$ cat src/rtl/jpeg_rle.sv
// jpeg_rle: walks a quantized 8x8 block in zigzag order, DC-DPCM codes the DC term and
// run-length codes the AC terms into (run,size,amplitude) symbols on a valid/ready stream.
module jpeg_rle #(
    parameter int COEF_W = 16,
    parameter int AMP_W  = 12,
    parameter int ADDR_W = 5
) (
    input  logic              clk_i,
    input  logic              rst_ni,
    input  logic              start_i,
    input  logic              dc_clr_i,
    output logic              busy_o,
    output logic              done_o,
    output logic              rd_en_o,
    output logic [ADDR_W-1:0] rd_addr_o,
    input  logic [31:0]       rd_data_i,
    output logic              sym_valid_o,
    input  logic              sym_ready_i,
    output logic [3:0]        sym_run_o,
    output logic [3:0]        sym_size_o,
    output logic [AMP_W-1:0]  sym_amp_o,
    output logic              sym_dc_o,
    output logic              sym_last_o
);
    localparam logic [2:0] IDLE  = 3'd0;
    localparam logic [2:0] FETCH = 3'd1;
    localparam logic [2:0] EVAL  = 3'd2;
    localparam logic [2:0] EMIT  = 3'd3;
    localparam logic [2:0] ZRL   = 3'd4;
    localparam logic [2:0] EOB   = 3'd5;
    localparam logic [2:0] DONE  = 3'd6;
    localparam logic [5:0] ZZ [64] = '{
        6'd0,  6'd1,  6'd8,  6'd16, 6'd9,  6'd2,  6'd3,  6'd10,
        6'd17, 6'd24, 6'd32, 6'd25, 6'd18, 6'd11, 6'd4,  6'd5,
        6'd12, 6'd19, 6'd26, 6'd33, 6'd40, 6'd48, 6'd41, 6'd34,
        6'd27, 6'd20, 6'd13, 6'd6,  6'd7,  6'd14, 6'd21, 6'd28,
        6'd35, 6'd42, 6'd49, 6'd56, 6'd57, 6'd50, 6'd43, 6'd36,
        6'd29, 6'd22, 6'd15, 6'd23, 6'd30, 6'd37, 6'd44, 6'd51,
        6'd58, 6'd59, 6'd52, 6'd45, 6'd38, 6'd31, 6'd39, 6'd46,
        6'd53, 6'd60, 6'd61, 6'd54, 6'd47, 6'd55, 6'd62, 6'd63
    };
    logic [2:0]        state;
    logic [5:0]        n;
    logic [5:0]        run;
    logic [COEF_W-1:0] pred;
    logic [AMP_W-1:0]  val;
    logic [5:0]        nat;
    logic [COEF_W-1:0] v;
    logic              accept;
    logic [AMP_W-1:0]  mag;
    logic [AMP_W-1:0]  raw;
    logic [3:0]        sz;
    assign nat         = ZZ[n];
    assign v           = nat[0] ? COEF_W'(rd_data_i[15:0]) : COEF_W'(rd_data_i[31:16]);
    assign accept      = sym_valid_o & sym_ready_i;
    assign mag         = val[AMP_W-1] ? -val : val;
    // negative amplitudes are the one's complement of |v|, i.e. v-1 in two's complement
    assign raw         = val[AMP_W-1] ? val - 1'b1 : val;
    assign busy_o      = state != IDLE;
    assign done_o      = state == DONE;
    assign rd_en_o     = state == FETCH;
    assign rd_addr_o   = state == FETCH ? ADDR_W'(nat[5:1]) : '0;
    assign sym_valid_o = (state == EMIT) || (state == ZRL) || (state == EOB);
    assign sym_run_o   = state == EMIT ? run[3:0] : state == ZRL ? 4'd15 : 4'd0;
    assign sym_size_o  = state == EMIT ? sz : 4'd0;
    assign sym_amp_o   = state == EMIT ? raw & ~({AMP_W{1'b1}} << sz) : '0;
    assign sym_dc_o    = (state == EMIT) && (n == 6'd0);
    assign sym_last_o  = ((state == EMIT) && (n == 6'd63)) || (state == EOB);
    always_comb begin
        sz = 4'd0;
        for (int i = 0; i < AMP_W; i++)
            if (mag[i]) sz = 4'(i + 1);
    end
    always_ff @(posedge clk_i or negedge rst_ni) begin
        if (!rst_ni) begin
            state <= IDLE;
            n     <= '0;
            run   <= '0;
            pred  <= '0;
            val   <= '0;
        end else begin
            case (state)
                IDLE: begin
                    if (dc_clr_i) pred <= '0;
                    if (start_i) begin
                        state <= FETCH;
                        n     <= '0;
                        run   <= '0;
                    end
                end
                FETCH: state <= EVAL;
                EVAL: begin
                    if (n == 6'd0) begin
                        val   <= AMP_W'(v - pred);
                        pred  <= v;
                        state <= EMIT;
                    end else if (v == '0) begin
                        run   <= run + 6'd1;
                        n     <= n == 6'd63 ? n : n + 6'd1;
                        state <= n == 6'd63 ? EOB : FETCH;
                    end else begin
                        val   <= AMP_W'(v);
                        state <= run >= 6'd16 ? ZRL : EMIT;
                    end
                end
                // the coefficient stays in val, so no RAM re-read after a ZRL
                ZRL: if (accept) begin
                    run   <= run - 6'd16;
                    state <= run >= 6'd32 ? ZRL : EMIT;
                end
                EMIT: if (accept) begin
                    run   <= '0;
                    n     <= n == 6'd63 ? n : n + 6'd1;
                    state <= n == 6'd63 ? DONE : FETCH;
                end
                EOB: if (accept) begin
                    run   <= '0;
                    state <= DONE;
                end
                DONE: state <= IDLE;
                default: state <= IDLE;
            endcase
        end
    end
endmodule

$ cat config.mk
export PLATFORM = sky130hd
export DESIGN_NAME = jpeg_rle
export DESIGN_NICKNAME = d
export VERILOG_FILES = /design/src/rtl/jpeg_rle.sv
export SDC_FILE = /design/constraint.sdc
export NUM_CORES = 1
export LEC_CHECK = 0
export ABC_CLOCK_PERIOD_IN_PS = 10800
export BUFFER_PORTS_ARGS = -buffer_cell sky130_fd_sc_hd__buf_2
export CAP_MARGIN = 10
export CORE_UTILIZATION = 63
export CTS_CLUSTER_SIZE = 12
export DETAILED_ROUTE_END_ITERATION = 10
export GPL_TIMING_DRIVEN = 0
export PLACE_DENSITY = 0.95
export SKIP_CTS_REPAIR_TIMING = 1
export SLEW_MARGIN = 20
export SYNTH_ARGS = -nofsm -noshare
export SYNTH_HDL_FRONTEND = slang
export SYNTH_SLANG_ARGS = --single-unit
$ cat constraint.sdc
create_clock -name clk_i -period 10.8 [get_ports clk_i]
set_clock_uncertainty 0.05 [all_clocks]
set_input_delay 1.62 -clock clk_i [delete_from_list [all_inputs] [get_ports clk_i]]
set_output_delay 1.62 -clock clk_i [all_outputs]
set_load 0.05 [all_outputs]
==> parameters.txt, run 1 <==
Parameter                              Value

Status
  Run status ... finished clean

Power and ir drop
  Cell Pwr Density ... 337.6 nW/um^2
  VDD IR-drop max ... 0.2107 mV
  Static leakage ... 2.264 nW

Synth
  Unique masters post-synth ... 62
  Most area-consuming cells after synthesis ... sky130_fd_sc_hd__dfrtp_1 22%, sky130_fd_sc_hd__ha_1 9.5%, sky130_fd_sc_hd__nand2_1 6.4%
  Share of the yosys chip area belonging to registers ... 0.2234
  Biggest area consumer among synthesized cells ... sky130_fd_sc_hd__dfrtp_1
  Compound-gate portion of the synthesized area ... 0.2363
  Flip-flop and latch count after synthesis ... 39
  Proportion of synthesized flip-flops having asynchronous set or reset ... 1.000
  Mean post-synth cell area ... 7.294 sq um
  Post-Synth XOR/XNOR Area ... 0.05212
  Ys flop type ... sky130_fd_sc_hd__dfrtp_1
  Largest family of logic cells by synthesized area ... simple AND/OR/NAND/NOR gates
  Netlist area before placement ... 4369 sq um
  Simple-gate portion of the synthesized area ... 0.2486
  Yosys synthesis warning count ... 0
  EDFF count, synth ... 0
  Syn nets ... 670
  Portion of netlist area occupied by mux cells ... 0.05985
  Area share of the largest cell type after synthesis ... 0.2234
  Area share of fa/ha/maj cells after synthesis ... 0.1037
  Post-Synthesis Cells ... 599
  Most instantiated library cell after synthesis ... sky130_fd_sc_hd__nand2_1
  Top post-synthesis cells by count ... 74 x sky130_fd_sc_hd__nand2_1, 57 x sky130_fd_sc_hd__nor2_1, 47 x sky130_fd_sc_hd__o21ai_0, 42 x sky130_fd_sc_hd__inv_1, 39 x sky130_fd_sc_hd__dfrtp_1

Global routing
  Total global routing overflow ... 0
  Fraction of met3 tracks used by global routing ... 0.04183
  Global Route met2 Usage ... 0.6261
  Number of antenna violations at the first check in global routing ... 0
  Layer with the highest usage after global routing ... met2
  First-pass GRT wire length ... 20950 um
  Global router's overall resource usage ... 0.3531
  Largest net degree at the start of global routing ... 40
  Number of global-route vias before repair ... 4550
  Met1 track demand over resource ... 0.4515

Floorplanning
  Total Die Area ... 7272 sq um
  Placement row count ... 29
  Starting utilization of the core area ... 0.6690
  Die span in y ... 85.28 um
  Placeable core region ... 6531 sq um
  Num ports ... 68
  Die boundary width ... 85.28 um

Hold path
  Startpoint of the worst hold path ... pred[10]$_DFFE_PN0P_
  Worst min-delay path endpoint ... pred[10]$_DFFE_PN0P_
  Number of stages on the worst hold path ... 2
  Path type of the worst min-delay path ... register to register

Placed design
  Placed cell count ... 742
  Port Buffers ... 66
  Final estimated routing congestion in global placement ... 0.9764
  DP Area ... 4796 sq um
  HPWL after DPL ... 9550 um

STA
  Fmax achieved ... 202.7 MHz
  Number of endpoints with negative hold slack in the final report ... 0
  Setup TNS ... 0 ns
  Tightest Pin Transition ... 0.8845 ns
  Crit share post-route ... 0.4567
  Headroom to the max-slew limit ... 0.4058
  Pins over their slew limit ... 0
  Clock period minus worst slack ... 4.932 ns
  Unrepaired setup endpoints after global routing ... no
  Worst hold slack ... 0.4487 ns
  Setup-violating endpoint count in the final report ... 0

Drt
  Detailed-route DRC error count ... 0
  Average routed wire per standard cell ... 16.48 um
  Final routed wirelength across all metal layers ... 12350 um
  First-pass iteration count of the detailed router ... 5
  Initial drt markers ... 305
  Antenna Nets Post-Route ... 0
  DR vias/cell ... 6.351
  Via count ... 4757

Clock tree
  Buffer cell driving the clock tree root ... sky130_fd_sc_hd__clkbuf_8
  Num Clock Sinks ... 39
  H-tree levels ... 2
  Source-to-sink clock delay at the later pin of the worst-skew pair ... 0.30 ns
  Clock buffer count from CTS ... 5
  CTS tree ... built
  CTS max path bufs ... 2
  Clk pin slew, worst setup/hold paths ... 0.08 ns

Finish
  Summed area of non-filler cells in the final layout ... 4883 sq um
  Ant. Diodes ... 0
  Fin cells ... 749
  Synth-to-layout area growth ... 11.77%
  Final nets ... 743
  Fraction of final layout cells with drive strength greater than 1 ... 0.1443
  Count of filler cells inserted in the layout ... 526

Critical path
  Crit path max fanout ... 5
  Worst path most repeated cell ... sky130_fd_sc_hd__a31oi_1
  Worst R2R Setup Slack ... 6.05 ns
  Critical path startpoint category ... register
  Crit Reg-Reg Endpoint ... val[9]$_DFFE_PN0P_
  Sequence of cells on the critical path ... inv_1 > ha_1 > nand2_1 > o211ai_1 > a21boi_0 > o22ai_1 > a21oi_1 > o221ai_1 > a31oi_1 > a31oi_1 > a211oi_1 > buf_2
  Arrival time of the worst setup path ... 3.26 ns
  Origin of the critical flop-to-flop path ... n[1]$_DFFE_PN0P_
  Slowest library cell on the worst path ... sky130_fd_sc_hd__dfrtp_1
  Kind of end point of the critical path ... output port
  Required arrival time at the worst endpoint ... 9.13 ns
  Slowest cell delay on critical path ... 0.46 ns
  R2R cell count ... 18
  Worst setup path category ... register to output port

Flow run
  # Max-Cap Violations ... 0
-- logic make-up (layout without fill, tap and decap cells) --
kind of cell | after synthesis | in the layout
buffers and inverters | 80 | 153
multiplexers | 22 | 22
AO/OA/AOI/OAI | 163 | 163
other | 1 | 1
flip-flops | 39 | 39
XOR/XNOR | 26 | 26
AND/OR/NAND/NOR | 232 | 232
adder cells (fa/ha/maj) | 36 | 36
-- worst max path at each step --
stage / startpoint / end / slack [ns] / cells past startpoint
2_1_floorplan: val[1]$_DFFE_PN0P_ / sym_amp_o[2] / 6.03 / 11
3_3_place_gp: n[1]$_DFFE_PN0P_ / val[9]$_DFFE_PN0P_ / 6.11 / 18
3_5_place_dp: n[1]$_DFFE_PN0P_ / val[9]$_DFFE_PN0P_ / 6.07 / 18
4_1_cts: val[0]$_DFFE_PN0P_ / sym_amp_o[2] / 5.94 / 12
5_1_grt: n[1]$_DFFE_PN0P_ / val[9]$_DFFE_PN0P_ / 5.67 / 17
6_report: val[0]$_DFFE_PN0P_ / sym_amp_o[2] / 5.87 / 12
-- critical path, delay by kind of cell (launching register included) --
family	cells	cell delay [ns]
buffers and inverters	2	0.43
AOI/OAI and AO/OA	8	1.70
and+or+nand+nor	1	0.08
adders and majority gates	1	0.30
DFF	1	0.46
-- final cells by class --
type,count,area [sq um],share of cell area
tap,77,96.34,0.01973
sequential,39,975.9,0.1998
clock inverter,1,5.005,0.001025
inverter,44,165.2,0.03382
buffer,36,163.9,0.03356
timing repair buffer,66,330.3,0.06764
clock buffer,6,82.58,0.01691
multi-input combinational,480,3064,0.6275
-- power breakdown --
part           internal (mW)  switching (mW)
Clock                 0.0502          0.0531
Sequential             0.201          0.0681
Combinational          0.439           0.837
-- metal layers --
metal  vias up  share of wire
met5         -              0
met4         0          0.018
met3        25          0.067
met2       242           0.50
met1      2223           0.42
li1       2267              -
-- placed cells by master (no fill, tap or decap), types with 14 or more instances in the layout --
cell and n:
sky130_fd_sc_hd__nor2_1 57, sky130_fd_sc_hd__clkbuf_1 24, sky130_fd_sc_hd__xor2_1 17, sky130_fd_sc_hd__inv_1 42, sky130_fd_sc_hd__nor2b_1 14, sky130_fd_sc_hd__ha_1 33, sky130_fd_sc_hd__nand2_1 74, sky130_fd_sc_hd__mux2i_1 16
sky130_fd_sc_hd__dfrtp_1 39, sky130_fd_sc_hd__a31oi_1 14, sky130_fd_sc_hd__nand3_1 14, sky130_fd_sc_hd__nor3_1 24, sky130_fd_sc_hd__o21ai_0 47, sky130_fd_sc_hd__a21oi_1 36, sky130_fd_sc_hd__buf_2 71
-- through the flow --
stage,util,total power [mW],setup WS (ns)
after floorplan,-,1.228,6.027
after global placement,0.7343,1.468,6.115
after detailed placement,0.7343,1.511,6.069
after CTS,0.7477,1.622,5.939
after global routing,0.7477,1.786,5.667
final,0.7477,1.649,5.868
-- state kept, by name, summed over array words and instances, names as in the netlist --
register	count
n	6
pred	12
run	6
val	12
state	3
(Power assumes the default switching activity.)
==> inputs of run 2 (changes only) <==
--- a/config.mk
+++ b/config.mk
@@ -5,14 +5,14 @@
 export SDC_FILE = /design/constraint.sdc
 export NUM_CORES = 1
 export LEC_CHECK = 0
-export ABC_CLOCK_PERIOD_IN_PS = 10800
+export ABC_CLOCK_PERIOD_IN_PS = 4400
 export BUFFER_PORTS_ARGS = -buffer_cell sky130_fd_sc_hd__buf_2
 export CAP_MARGIN = 10
-export CORE_UTILIZATION = 63
+export CORE_UTILIZATION = 53
 export CTS_CLUSTER_SIZE = 12
 export DETAILED_ROUTE_END_ITERATION = 10
 export GPL_TIMING_DRIVEN = 0
-export PLACE_DENSITY = 0.95
+export PLACE_DENSITY = 0.88
 export SKIP_CTS_REPAIR_TIMING = 1
 export SLEW_MARGIN = 20
 export SYNTH_ARGS = -nofsm -noshare
==> constraint.sdc (replaced) <==
create_clock -name clk_i -period 4.4 [get_ports clk_i]
set_clock_uncertainty 0.05 [all_clocks]
set_input_delay 0.66 -clock clk_i [delete_from_list [all_inputs] [get_ports clk_i]]
set_output_delay 0.66 -clock clk_i [all_outputs]
set_load 0.05 [all_outputs]
==> run 2 against run 1 <==
  * Hold slack worse by 0.012 ns
  * Flip-flop and latch count unchanged
  * Utilization down 11 points
  * Global-route usage down 6.2 points
  * Die area up 18%
  * Critical endpoint is now val[10]$_DFFE_PN0P_
==> parameters.txt, run 2 (synthesis results as in run 1) <==
Parameter                              Value

STA
  Number of endpoints with negative hold slack in the final report ... 0 (unchanged)
  Headroom to the max-slew limit ... 0.3918 (-0.01402)
  Fmax achieved ... 238.7 MHz
  Worst hold slack ... 0.4364 ns (-0.01221 ns)
  Worst-case setup margin in the final layout ... 0.2099 ns (-5.658 ns)
  Tightest Pin Transition ... 0.9123 ns (+0.02783 ns)
  Setup TNS ... 0 ns (unchanged)
  Pins over their slew limit ... 0 (unchanged)
  Clock period minus worst slack ... 4.190 ns
  Setup-violating endpoint count in the final report ... 0 (unchanged)
  Crit share post-route ... 0.9523

Drt
  DR WL met3 ... 668 um (-19%)
  First-pass iteration count of the detailed router ... 5 (unchanged)
  Detailed-route DRC error count ... 0 (unchanged)
  Met2 Wirelength ... 6197 um (+0.70%)
  Antenna Nets Post-Route ... 0 (unchanged)
  Via count ... 4747 (-0.21%)
  Average routed wire per standard cell ... 15.92 um (-3.4%)
  Final routed wirelength across all metal layers ... 12400 um (+0.45%)
  Initial drt markers ... 262 (-14%)
  DR vias/cell ... 6.094 (-4.1%)
  Topmost layer with routed signal wires ... met4
  Metal1 wirelength ... 5093 um (-1.1%)

Floorplanning
  Total Die Area ... 8611 sq um (+18%)
  Placement row count ... 32 (+10%)
  Placeable core region ... 7848 sq um (+20%)
  Starting utilization of the core area ... 0.5568 (-0.1122)
  Num ports ... 68 (unchanged)
  Die span in y ... 92.80 um (+8.8%)
  Die boundary width ... 92.80 um (+8.8%)

Clock tree
  Source-to-sink clock delay at the later pin of the worst-skew pair ... 0.29 ns (about the same)
  Num Clock Sinks ... 39 (unchanged)
  CTS tree ... built
  Clock buffer count from CTS ... 5 (unchanged)
  CTS max path bufs ... 2 (unchanged)
  Clk pin slew, worst setup/hold paths ... 0.08 ns (about the same)
  H-tree levels ... 2 (unchanged)
  Buffer cell driving the clock tree root ... sky130_fd_sc_hd__clkbuf_8

Critical path
  Crit path max fanout ... 14 (+9)
  Required arrival time at the worst endpoint ... 4.53 ns (-4.60 ns)
  Kind of end point of the critical path ... register
  Arrival time of the worst setup path ... 4.32 ns (+1.06 ns)
  Worst path most repeated cell ... sky130_fd_sc_hd__ha_1
  Slowest library cell on the worst path ... sky130_fd_sc_hd__fa_1
  Slowest cell delay on critical path ... 0.45 ns (about the same)
  Critical path startpoint category ... register
  Worst setup path category ... register to register
  Buf/Inv on CP ... 3 (+1)
  Origin of the critical flop-to-flop path ... n[0]$_DFFE_PN0P_
  Cell class contributing the biggest share of worst-path delay ... compound AO/OA/AOI/OAI gates
  Sequence of cells on the critical path ... buf_4 > inv_2 > ha_1 > nor2b_2 > o41a_1 > a22o_1 > buf_8 > mux2i_1 > ha_1 > fa_1 > o311ai_1 > a21oi_1 > o31ai_1 > xnor2_1 > o21ai_1
  Setup crit start ... n[0]$_DFFE_PN0P_

Finish
  Register area ... 978.4 sq um (+0.26%)
  Fin cells ... 779 (+4.0%)
  Synth-to-layout area growth ... 14.43%
  Area of the multi-input gates ... 3117 sq um (+1.7%)
  Fraction of final layout cells with drive strength greater than 1 ... 0.1566 (+0.01223)
  Leading registers by flop count ... pred: 12 flops, val: 12 flops
  Ant. Diodes ... 0 (unchanged)
  Count of filler cells inserted in the layout ... 714 (+36%)
  Leading cell type in the layout, fill and taps excluded ... sky130_fd_sc_hd__nand2_1
  Post-layout utilization of the core ... 0.6371 (-0.1106)
  Final nets ... 747 (+0.54%)
  Summed area of non-filler cells in the final layout ... 5000 sq um (+2.4%)
  Commonest non-fill, non-tap cells in the layout ... 74 x sky130_fd_sc_hd__nand2_1, 70 x sky130_fd_sc_hd__buf_2, 57 x sky130_fd_sc_hd__nor2_1, 46 x sky130_fd_sc_hd__o21ai_0, 42 x sky130_fd_sc_hd__inv_1

Power and ir drop
  Overall power of the completed layout ... 4.077 mW (+150%)
  VDD IR-drop max ... 0.2806 mV (+33%)
  Cell Pwr Density ... 815.4 nW/um^2 (+140%)
  Static leakage ... 2.278 nW (+0.60%)

Global routing
  First-pass GRT wire length ... 20410 um (-2.6%)
  Largest net degree at the start of global routing ... 40 (unchanged)
  Number of antenna violations at the first check in global routing ... 0 (unchanged)
  Number of global-route vias before repair ... 4481 (-1.5%)
  Global router's overall resource usage ... 0.2908 (-0.06233)
  Total global routing overflow ... 0 (unchanged)

Placed design
  HPWL after DPL ... 9456 um (-0.99%)
  Placed cell count ... 767 (+3.4%)
  Final estimated routing congestion in global placement ... 0.9498 (-2.7%)
  Post-place setup slack ... -0.3686 ns (-6.437 ns)
  DP Area ... 4827 sq um (+0.65%)
  Port Buffers ... 66 (unchanged)

Hold path
  Path type of the worst min-delay path ... primary input to async pin

Status
  Run status ... finished clean

Flow run
  # Max-Cap Violations ... 0 (unchanged)
[run 2: worst paths after layout]
check                                 endpoint  slack [ns]  cells past startpoint
max                        val[10]$_DFFE_PN0P_        0.21                     15
min                         run[1]$_DFFE_PN0P_        0.44                      1
max reg2reg                val[10]$_DFFE_PN0P_        0.21                     15
min reg2reg                pred[9]$_DFFE_PN0P_        0.44                      2
max in group asynchronous     n[0]$_DFFE_PN0P_        3.23                      1
min in group clk_i         pred[9]$_DFFE_PN0P_        0.44                      2
[run 2: where the power goes]
part / total [mW] / switching [mW] / internal, mW
Clock: 0.242 / 0.130 / 0.112
Combinational: 3.19 / 2.07 / 1.13
Sequential: 0.641 / 0.146 / 0.495
[run 2: layout make-up]
cell class,count,share of cell area
repair buffers,71,0.07357
plain buffers,35,0.03253
well taps,102,0.02553
flip-flops and latches,39,0.1957
inverters,44,0.03303
multi-input cells,480,0.6234
clock inverters,1,0.001001
clock buffers,7,0.01527
[run 2: per-layer routing]
layer,up-vias,global-route usage
li1,2262,-
met1,2231,0.3424
met2,211,0.5227
met3,43,0.03530
met4,0,0.1333
met5,-,0
[run 2: worst reg2reg max path, stage by stage (launching register included)]
cell and delay [ns]:
sky130_fd_sc_hd__dfrtp_2 0.41, sky130_fd_sc_hd__buf_4 0.17, sky130_fd_sc_hd__inv_2 0.15, sky130_fd_sc_hd__ha_1 0.30, sky130_fd_sc_hd__nor2b_2 0.21, sky130_fd_sc_hd__o41a_1 0.38
sky130_fd_sc_hd__a22o_1 0.26, sky130_fd_sc_hd__buf_8 0.17, sky130_fd_sc_hd__mux2i_1 0.18, sky130_fd_sc_hd__ha_1 0.25, sky130_fd_sc_hd__fa_1 0.45, sky130_fd_sc_hd__o311ai_1 0.32
sky130_fd_sc_hd__a21oi_1 0.18, sky130_fd_sc_hd__o31ai_1 0.32, sky130_fd_sc_hd__xnor2_1 0.20, sky130_fd_sc_hd__o21ai_1 0.08
